## src/rtl/ild1420_avg_filter.sv

```systemverilog
// ---------------------------------------------------------------------------------------------
// ild1420_avg_filter
//
// Boxcar moving-average filter for decoded ILD1420 laser-sensor samples. Every good sample
// (fresh, error field zero) enters a circular window of N = 2**LOG2_N entries. A running sum
// is maintained incrementally: the new sample is added and the sample it displaces is
// subtracted. Once the window holds N samples, every accepted sample also produces a new
// mean, floor(sum / N), with a one-cycle avg_valid pulse one clock after the sample strobe.
//
// Samples flagged by the sensor (error != 0) are not averaged; they only bump a saturating
// error counter. If no good sample arrives for TIMEOUT_CYCLES clocks, the window is dropped
// and stale is raised. stale then stays high until the next good sample arrives.
//
// Parameters
//   LOG2_N          log2 of window length, legal range 1..6 (so N >= 2)
//   TIMEOUT_CYCLES  clocks without an accepted sample before stale asserts
//
// Ports
//   clk           in   system clock
//   rst_n         in   asynchronous, active-low reset
//   sample_valid  in   1-cycle strobe, new distance/error present
//   distance      in   16-bit unsigned raw distance code
//   error         in   2-bit sensor error field, 2'b00 = good
//   fresh         in   receiver freshness level; samples with fresh=0 are ignored
//   flush         in   synchronous clear of the averaging window (wins over sample_valid)
//   avg_out       out  window mean, floor(sum / N); holds between updates
//   avg_valid     out  1-cycle pulse when avg_out updates
//   window_full   out  level, N samples held since the last clear
//   err_count     out  count of rejected error samples, saturating at 16'hFFFF
//   stale         out  level, no accepted sample within TIMEOUT_CYCLES
// ---------------------------------------------------------------------------------------------
module ild1420_avg_filter #(
    parameter int unsigned LOG2_N         = 3,
    parameter int unsigned TIMEOUT_CYCLES = 60000
) (
    input  logic        clk,
    input  logic        rst_n,
    input  logic        sample_valid,
    input  logic [15:0] distance,
    input  logic [1:0]  error,
    input  logic        fresh,
    input  logic        flush,
    output logic [15:0] avg_out,
    output logic        avg_valid,
    output logic        window_full,
    output logic [15:0] err_count,
    output logic        stale
);

    localparam int unsigned N      = 1 << LOG2_N;
    localparam int unsigned SUM_W  = 16 + LOG2_N;
    localparam int unsigned PTR_W  = LOG2_N;
    localparam int unsigned FILL_W = LOG2_N + 1;

    localparam logic [FILL_W-1:0] FILL_MAX     = FILL_W'(N);
    localparam logic [31:0]       TIMEOUT_LAST = 32'(TIMEOUT_CYCLES - 1);

    typedef enum logic [1:0] {
        StEmpty   = 2'd0,
        StFilling = 2'd1,
        StRunning = 2'd2
    } state_e;

    // -----------------------------------------------------------------------------------------
    // State
    // -----------------------------------------------------------------------------------------
    state_e             state_q;
    logic [SUM_W-1:0]   sum_q;
    logic [PTR_W-1:0]   wr_ptr_q;
    logic [FILL_W-1:0]  fill_q;
    logic [31:0]        timer_q;

    // Sample storage, deliberately not reset: slots that have not been rewritten since the
    // last clear are masked by fill_q, never by their contents.
    logic [15:0]        buf_mem [N];

    // -----------------------------------------------------------------------------------------
    // Next-state datapath
    // -----------------------------------------------------------------------------------------
    logic               accept;
    logic               reject;
    logic               fill_full;
    logic [15:0]        oldest;
    logic [SUM_W-1:0]   sum_next;
    logic [FILL_W-1:0]  fill_next;
    logic [PTR_W-1:0]   wr_ptr_next;
    logic               full_next;
    logic [15:0]        err_next;
    logic [31:0]        timer_next;
    logic               timeout;

    always_comb begin
        accept      = 1'b0;
        reject      = 1'b0;
        fill_full   = 1'b0;
        oldest      = 16'd0;
        sum_next    = sum_q;
        fill_next   = fill_q;
        wr_ptr_next = wr_ptr_q;
        full_next   = 1'b0;
        err_next    = err_count;
        timer_next  = timer_q;
        timeout     = 1'b0;

        // flush pre-empts any sample in the same cycle, good or bad
        accept = sample_valid & fresh & (error == 2'b00) & ~flush;
        reject = sample_valid & fresh & (error != 2'b00) & ~flush;

        // Only a full window has a sample to retire; before that the slot is treated as 0.
        fill_full = (fill_q == FILL_MAX);
        oldest    = fill_full ? buf_mem[wr_ptr_q] : 16'd0;

        // SUM_W = 16 + LOG2_N bits holds N full-scale samples, so this never wraps.
        sum_next    = sum_q + SUM_W'(distance) - SUM_W'(oldest);
        fill_next   = fill_full ? fill_q : fill_q + FILL_W'(1);
        wr_ptr_next = wr_ptr_q + PTR_W'(1);
        full_next   = (fill_next == FILL_MAX);

        err_next   = (err_count != 16'hFFFF) ? err_count + 16'd1 : err_count;
        timer_next = (timer_q != 32'hFFFF_FFFF) ? timer_q + 32'd1 : timer_q;

        // Fires once, on the cycle the idle timer sits at its last allowed value.
        timeout = (timer_q == TIMEOUT_LAST) & ~accept & ~flush;
    end

    // -----------------------------------------------------------------------------------------
    // Control FSM, window bookkeeping and registered outputs
    // -----------------------------------------------------------------------------------------
    always_ff @(posedge clk or negedge rst_n) begin
        if (!rst_n) begin
            state_q     <= StEmpty;
            sum_q       <= '0;
            wr_ptr_q    <= '0;
            fill_q      <= '0;
            timer_q     <= '0;
            avg_out     <= 16'd0;
            avg_valid   <= 1'b0;
            window_full <= 1'b0;
            err_count   <= 16'd0;
            stale       <= 1'b1;
        end else begin
            avg_valid <= 1'b0;

            if (flush) begin
                // stale and err_count are deliberately untouched by a flush
                state_q     <= StEmpty;
                sum_q       <= '0;
                wr_ptr_q    <= '0;
                fill_q      <= '0;
                timer_q     <= '0;
                window_full <= 1'b0;
            end else if (accept) begin
                sum_q       <= sum_next;
                wr_ptr_q    <= wr_ptr_next;
                fill_q      <= fill_next;
                timer_q     <= '0;
                stale       <= 1'b0;
                window_full <= full_next;

                unique case (state_q)
                    StEmpty: begin
                        state_q <= full_next ? StRunning : StFilling;
                    end
                    StFilling: begin
                        if (full_next) begin
                            state_q <= StRunning;
                        end
                    end
                    StRunning: begin
                        state_q <= StRunning;
                    end
                    default: begin
                        state_q <= StEmpty;
                    end
                endcase

                if (full_next) begin
                    avg_out   <= sum_next[LOG2_N +: 16];
                    avg_valid <= 1'b1;
                end
            end else begin
                if (reject) begin
                    err_count <= err_next;
                end

                // Loss of data: drop the window but keep the last published mean.
                if (timeout) begin
                    state_q     <= StEmpty;
                    sum_q       <= '0;
                    wr_ptr_q    <= '0;
                    fill_q      <= '0;
                    window_full <= 1'b0;
                    stale       <= 1'b1;
                end

                timer_q <= timer_next;
            end
        end
    end

    // -----------------------------------------------------------------------------------------
    // Sample buffer write port
    // -----------------------------------------------------------------------------------------
    always_ff @(posedge clk) begin
        if (accept) begin
            buf_mem[wr_ptr_q] <= distance;
        end
    end

    // -----------------------------------------------------------------------------------------
    // Invariants
    // -----------------------------------------------------------------------------------------
    a_valid_needs_full : assert property (@(posedge clk) disable iff (!rst_n)
        avg_valid |-> window_full);

    a_full_not_stale : assert property (@(posedge clk) disable iff (!rst_n)
        window_full |-> !stale);

    a_fill_bounded : assert property (@(posedge clk) disable iff (!rst_n)
        fill_q <= FILL_MAX);

    a_full_matches_fsm : assert property (@(posedge clk) disable iff (!rst_n)
        window_full == (state_q == StRunning));

endmodule
```

## config.mk

```make
export PLATFORM = sky130hd
export DESIGN_NAME = ild1420_avg_filter
export DESIGN_NICKNAME = d
export VERILOG_FILES = /design/src/rtl/ild1420_avg_filter.sv
export SDC_FILE = /design/constraint.sdc
export NUM_CORES = 1
export LEC_CHECK = 0
export BUFFER_PORTS_ARGS = -buffer_cell sky130_fd_sc_hd__buf_2
export CAP_MARGIN = 20
export CELL_PAD_IN_SITES_DETAIL_PLACEMENT = 2
export CELL_PAD_IN_SITES_GLOBAL_PLACEMENT = 2
export CORE_UTILIZATION = 40
export CTS_BUF_LIST = sky130_fd_sc_hd__clkbuf_2 sky130_fd_sc_hd__clkbuf_4 sky130_fd_sc_hd__clkbuf_8
export CTS_CLUSTER_SIZE = 28
export DETAILED_ROUTE_END_ITERATION = 8
export GPL_TIMING_DRIVEN = 0
export PLACE_DENSITY = 0.83
export SKIP_CTS_REPAIR_TIMING = 1
export SLEW_MARGIN = 20
export SYNTH_ARGS = -nofsm -noshare
export SYNTH_HDL_FRONTEND = slang
export SYNTH_SLANG_ARGS = --single-unit
```

## constraint.sdc

```tcl
create_clock -name clk -period 4.45 [get_ports clk]
set_input_delay 0.2225 -clock clk [delete_from_list [all_inputs] [get_ports clk]]
set_output_delay 0.2225 -clock clk [all_outputs]
set_load 0.005 [all_outputs]
```

==> impl_metrics.sql <==
INSERT INTO impl_metrics (metric_group, metric, value, unit) VALUES
('run_status', 'status', 'finished with violations', ''),
('run_status', 'violations_in_the_final_reports', 'hold timing, setup timing', ''),
('clock_tree', 'cts_num_sinks', '221', ''),
('sta', 'clock.fmax', '216', 'MHz'),
('logic_synthesis', 'edff_count_synth', '128', ''),
('drt', 'drc_viols', '0', ''),
('clock_tree', 'cts_made_buffers', '40', ''),
('floorplan', 'coreArea', '0.0255', 'mm^2'),
('global_routing', 'grt_pass1_vias', '8658', ''),
('sta', 'finalWorstPathRequiredPeriod', '4630', 'ps'),
('floorplan', 'die_x', '164', 'um'),
('place', 'globalplace.congestion', '0.763', ''),
('place', 'detailed_place_hpwl', '24.1', 'mm'),
('logic_synthesis', 'seq_area_frac_synth', '58.8', '%'),
('global_routing', 'grt_max_degree', '62', ''),
('finish', 'finalNonFillerCells', '1303', ''),
('logic_synthesis', 'synth.ff_latch_count', '221', ''),
('run', 'drv_cap', '0', ''),
('sta', 'hold_violations', '1', ''),
('sta', 'setup-violations-final', '4', ''),
('worst_hold_path', 'worstHoldPathType', 'primary input to flop', ''),
('power_and_ir_drop', 'total_leakage_power', '5.01', 'nW'),
('clock_tree', 'cts_tree', 'yes', ''),
('power_and_ir_drop', 'max-vdd-ir-drop', '0.000183', 'V'),
('critical_path', 'timing.critical_path.fanout_max', '10', ''),
('logic_synthesis', 'syn_area_per_cell', '13.0', 'um^2'),
('finish', 'layout_filler_cell_count', '2448', ''),
('clock_tree', 'cts_buffer_depth', '3', ''),
('sta', 'rel_slew_slack', '37.3', '%'),
('power_and_ir_drop', 'power.share.sequential', '45.8', '%'),
('global_routing', 'groute.usage.overall', '28.0', '%'),
('finish', 'final_net_count', '1004', ''),
('worst_hold_path', 'capture_endpoint_of_the_worst_hold_path', 'buf_mem[4][11]', ''),
('sta', 'timing.hold.ws', '-0.717', 'ps'),
('worst_hold_path', 'hold_path.startpoint', 'distance[11]', ''),
('critical_path', 'worst_r2r_path_cells', '16', ''),
('clock_tree', 'h-tree-depth', '2', ''),
('global_routing', 'antenna_found_initial', '0', ''),
('floorplan', 'design.die.area', '0.0269', 'mm^2'),
('drt', 'initialDrtViolationCount', '481', ''),
('finish', 'layout-drive-gt1-share', '25.8', '%'),
('critical_path', 'start_kind', 'flop', ''),
('clock_tree', 'clockRootBuffer', 'clkbuf_8', ''),
('sta', 'final_critical_path_setup_slack', '-178', 'ps'),
('logic_synthesis', 'synth.cells.most_frequent', 'edfxtp_1 (128), dfrtp_1 (92), inv_1 (78)', ''),
('drt', 'post_drt_wl_per_cell', '29.1', 'um'),
('power_and_ir_drop', 'power_switching', '1.33', 'mW'),
('critical_path', 'reg2reg_slack', '-180', 'ps'),
('worst_hold_path', 'whs_path_depth', '1', ''),
('global_routing', 'grt_pass1_wl', '54.6', 'mm'),
('critical_path', 'worstSetupEndpointType', 'flop', ''),
('logic_synthesis', 'yosys.cell_count.top_type', 'edfxtp_1', ''),
('logic_synthesis', 'synth_top_area_share', '36.6', '%'),
('floorplan', 'die-height', '164', 'um'),
('logic_synthesis', 'syn_nets', '868', ''),
('sta', 'report.final.slew_viol_count', '0', ''),
('logic_synthesis', 'synth_async_sr_flop_share', '42.1', '%'),
('drt', 'detail_route.wirelength', '38.0', 'mm'),
('floorplan', 'floorplan.initialDensity', '41.2', '%'),
('place', 'postPlaceCellArea', '0.0114', 'mm^2'),
('place', 'placed_insts', '1207', ''),
('floorplan', 'pin_count', '58', ''),
('sta', 'timing.final.crit_share', '104', '%'),
('clock_tree', 'clock_input_transition_at_the_sequential_cells_of_the_worst_setup_and_hold_paths', '70', 'ps'),
('global_routing', 'grt-ovfl-total', '0', ''),
('sta', 'clock-skew-final', '37.0', 'ps'),
('finish', 'layout-area-overhead-vs-synth', '20.1', '%'),
('logic_synthesis', 'synth_warnings', '0', ''),
('sta', 'worstMarginPinSlew', '933', 'ps'),
('power_and_ir_drop', 'power_frac_comb', '11.0', '%'),
('place', 'preCtsSetupSlack', '-806', 'ps');
[state kept, by name, summed over array words and instances (netlist names)]
signal       cells
wr_ptr_q         3
timer_q         32
avg_out         16
window_full      1
fill_q           4
avg_valid        1
stale            1
buf_mem        128
err_count       16
sum_q           19
[how the worst max path moves through the flow]
stage,to,start,cells after the start,slack (ps)
floorplan,avg_out[15],wr_ptr_q[0],15,280
global placement,avg_out[13],wr_ptr_q[0],15,-410
detailed placement,avg_out[12],wr_ptr_q[0],15,-810
CTS,sum_q[16],wr_ptr_q[0],15,-930
global route,sum_q[17],fill_q[0],16,-260
finish,sum_q[17],fill_q[0],16,-180
[cell type report]
| type | count | area [um^2] | share of cell area [%] |
|---|---|---|---|
| buffer | 26 | 166 | 1.32 |
| clock buffer | 67 | 816 | 6.47 |
| clock inverter | 7 | 45.0 | 0.357 |
| inverter | 78 | 293 | 2.32 |
| multi-input combinational | 480 | 4060 | 32.2 |
| sequential | 221 | 6170 | 48.9 |
| tap | 330 | 413 | 3.27 |
| timing repair buffer | 94 | 644 | 5.11 |
[worst max-delay path: stages, from the launching register on]
cell,delay (ps)
dfrtp_1,460
inv_1,120
ha_1,220
nand3b_1,120
buf_2,280
clkbuf_4,290
nor2_1,80
fa_1,540
inv_1,80
ha_1,420
a21oi_2,250
o21ai_0,170
a21oi_1,340
o221ai_1,270
a221oi_2,360
xor2_1,300
o21ai_0,160
[placed cells by master, fill, tap and decap left out, drive strengths merged, types with 3 or more instances in the layout]
master       Yosys  final
inv             78     80
buf              8     89
and2             4      4
a21o             4      4
a22o            13     13
clkinv           0      4
mux2i           20     20
o21ai           30     30
mux2            12     12
nor4            11     11
fa              16     16
xnor2           41     41
dfrtp           92     92
mux4            32     32
nor2            76     76
nand4           12     12
and3             7      7
a21oi           23     23
and4             3      3
nor3            15     15
a21boi           3      3
xor2            19     19
nand3           24     24
o21a             3      3
or3              7      7
dlygate4sd3      0     12
edfxtp         128    128
ha              24     24
nand2           49     49
clkbuf          18     86
o211ai           3      3
[metal layers]
layer,global-route usage (%),vias to the layer above,wire (um)
li1,-,3167,-
met1,32.7,3931,14300
met2,49.4,265,19900
met3,4.42,125,1640
met4,15.1,0,2190
met5,0,-,0
[stage by stage]
step | setup TNS [ps] | power, mW | util [%]
floorplan | 0 | 2.53 | -
global placement | -9190 | 2.67 | 44.0
detailed placement | -8870 | 2.73 | 44.7
CTS | -12720 | 4.83 | 48.1
global route | -884 | 5.03 | 49.5
finish | -364 | 4.89 | 49.5
[cell families after synthesis]
| family | Yosys count | synth area share, % |
|---|---|---|
| multiplexers | 64 | 10.1 |
| buffers and inverters | 104 | 3.84 |
| AND/OR/NAND/NOR | 221 | 10.4 |
| XOR/XNOR | 60 | 5.00 |
| AO/OA/AOI/OAI | 95 | 5.99 |
| adder cells (fa/ha/maj) | 40 | 5.91 |
| flip-flops | 221 | 58.8 |
[power groups by stage]
stage / clock (mW) / sequential (mW) / combinational, mW
finish: 2.11 / 2.24 / 0.538
floorplan: 0 / 2.27 / 0.258
detailed placement: 0 / 2.28 / 0.454
global placement: 0 / 2.28 / 0.398
global route: 2.22 / 2.24 / 0.572
CTS: 2.12 / 2.24 / 0.474
(Power assumes the default switching activity.)
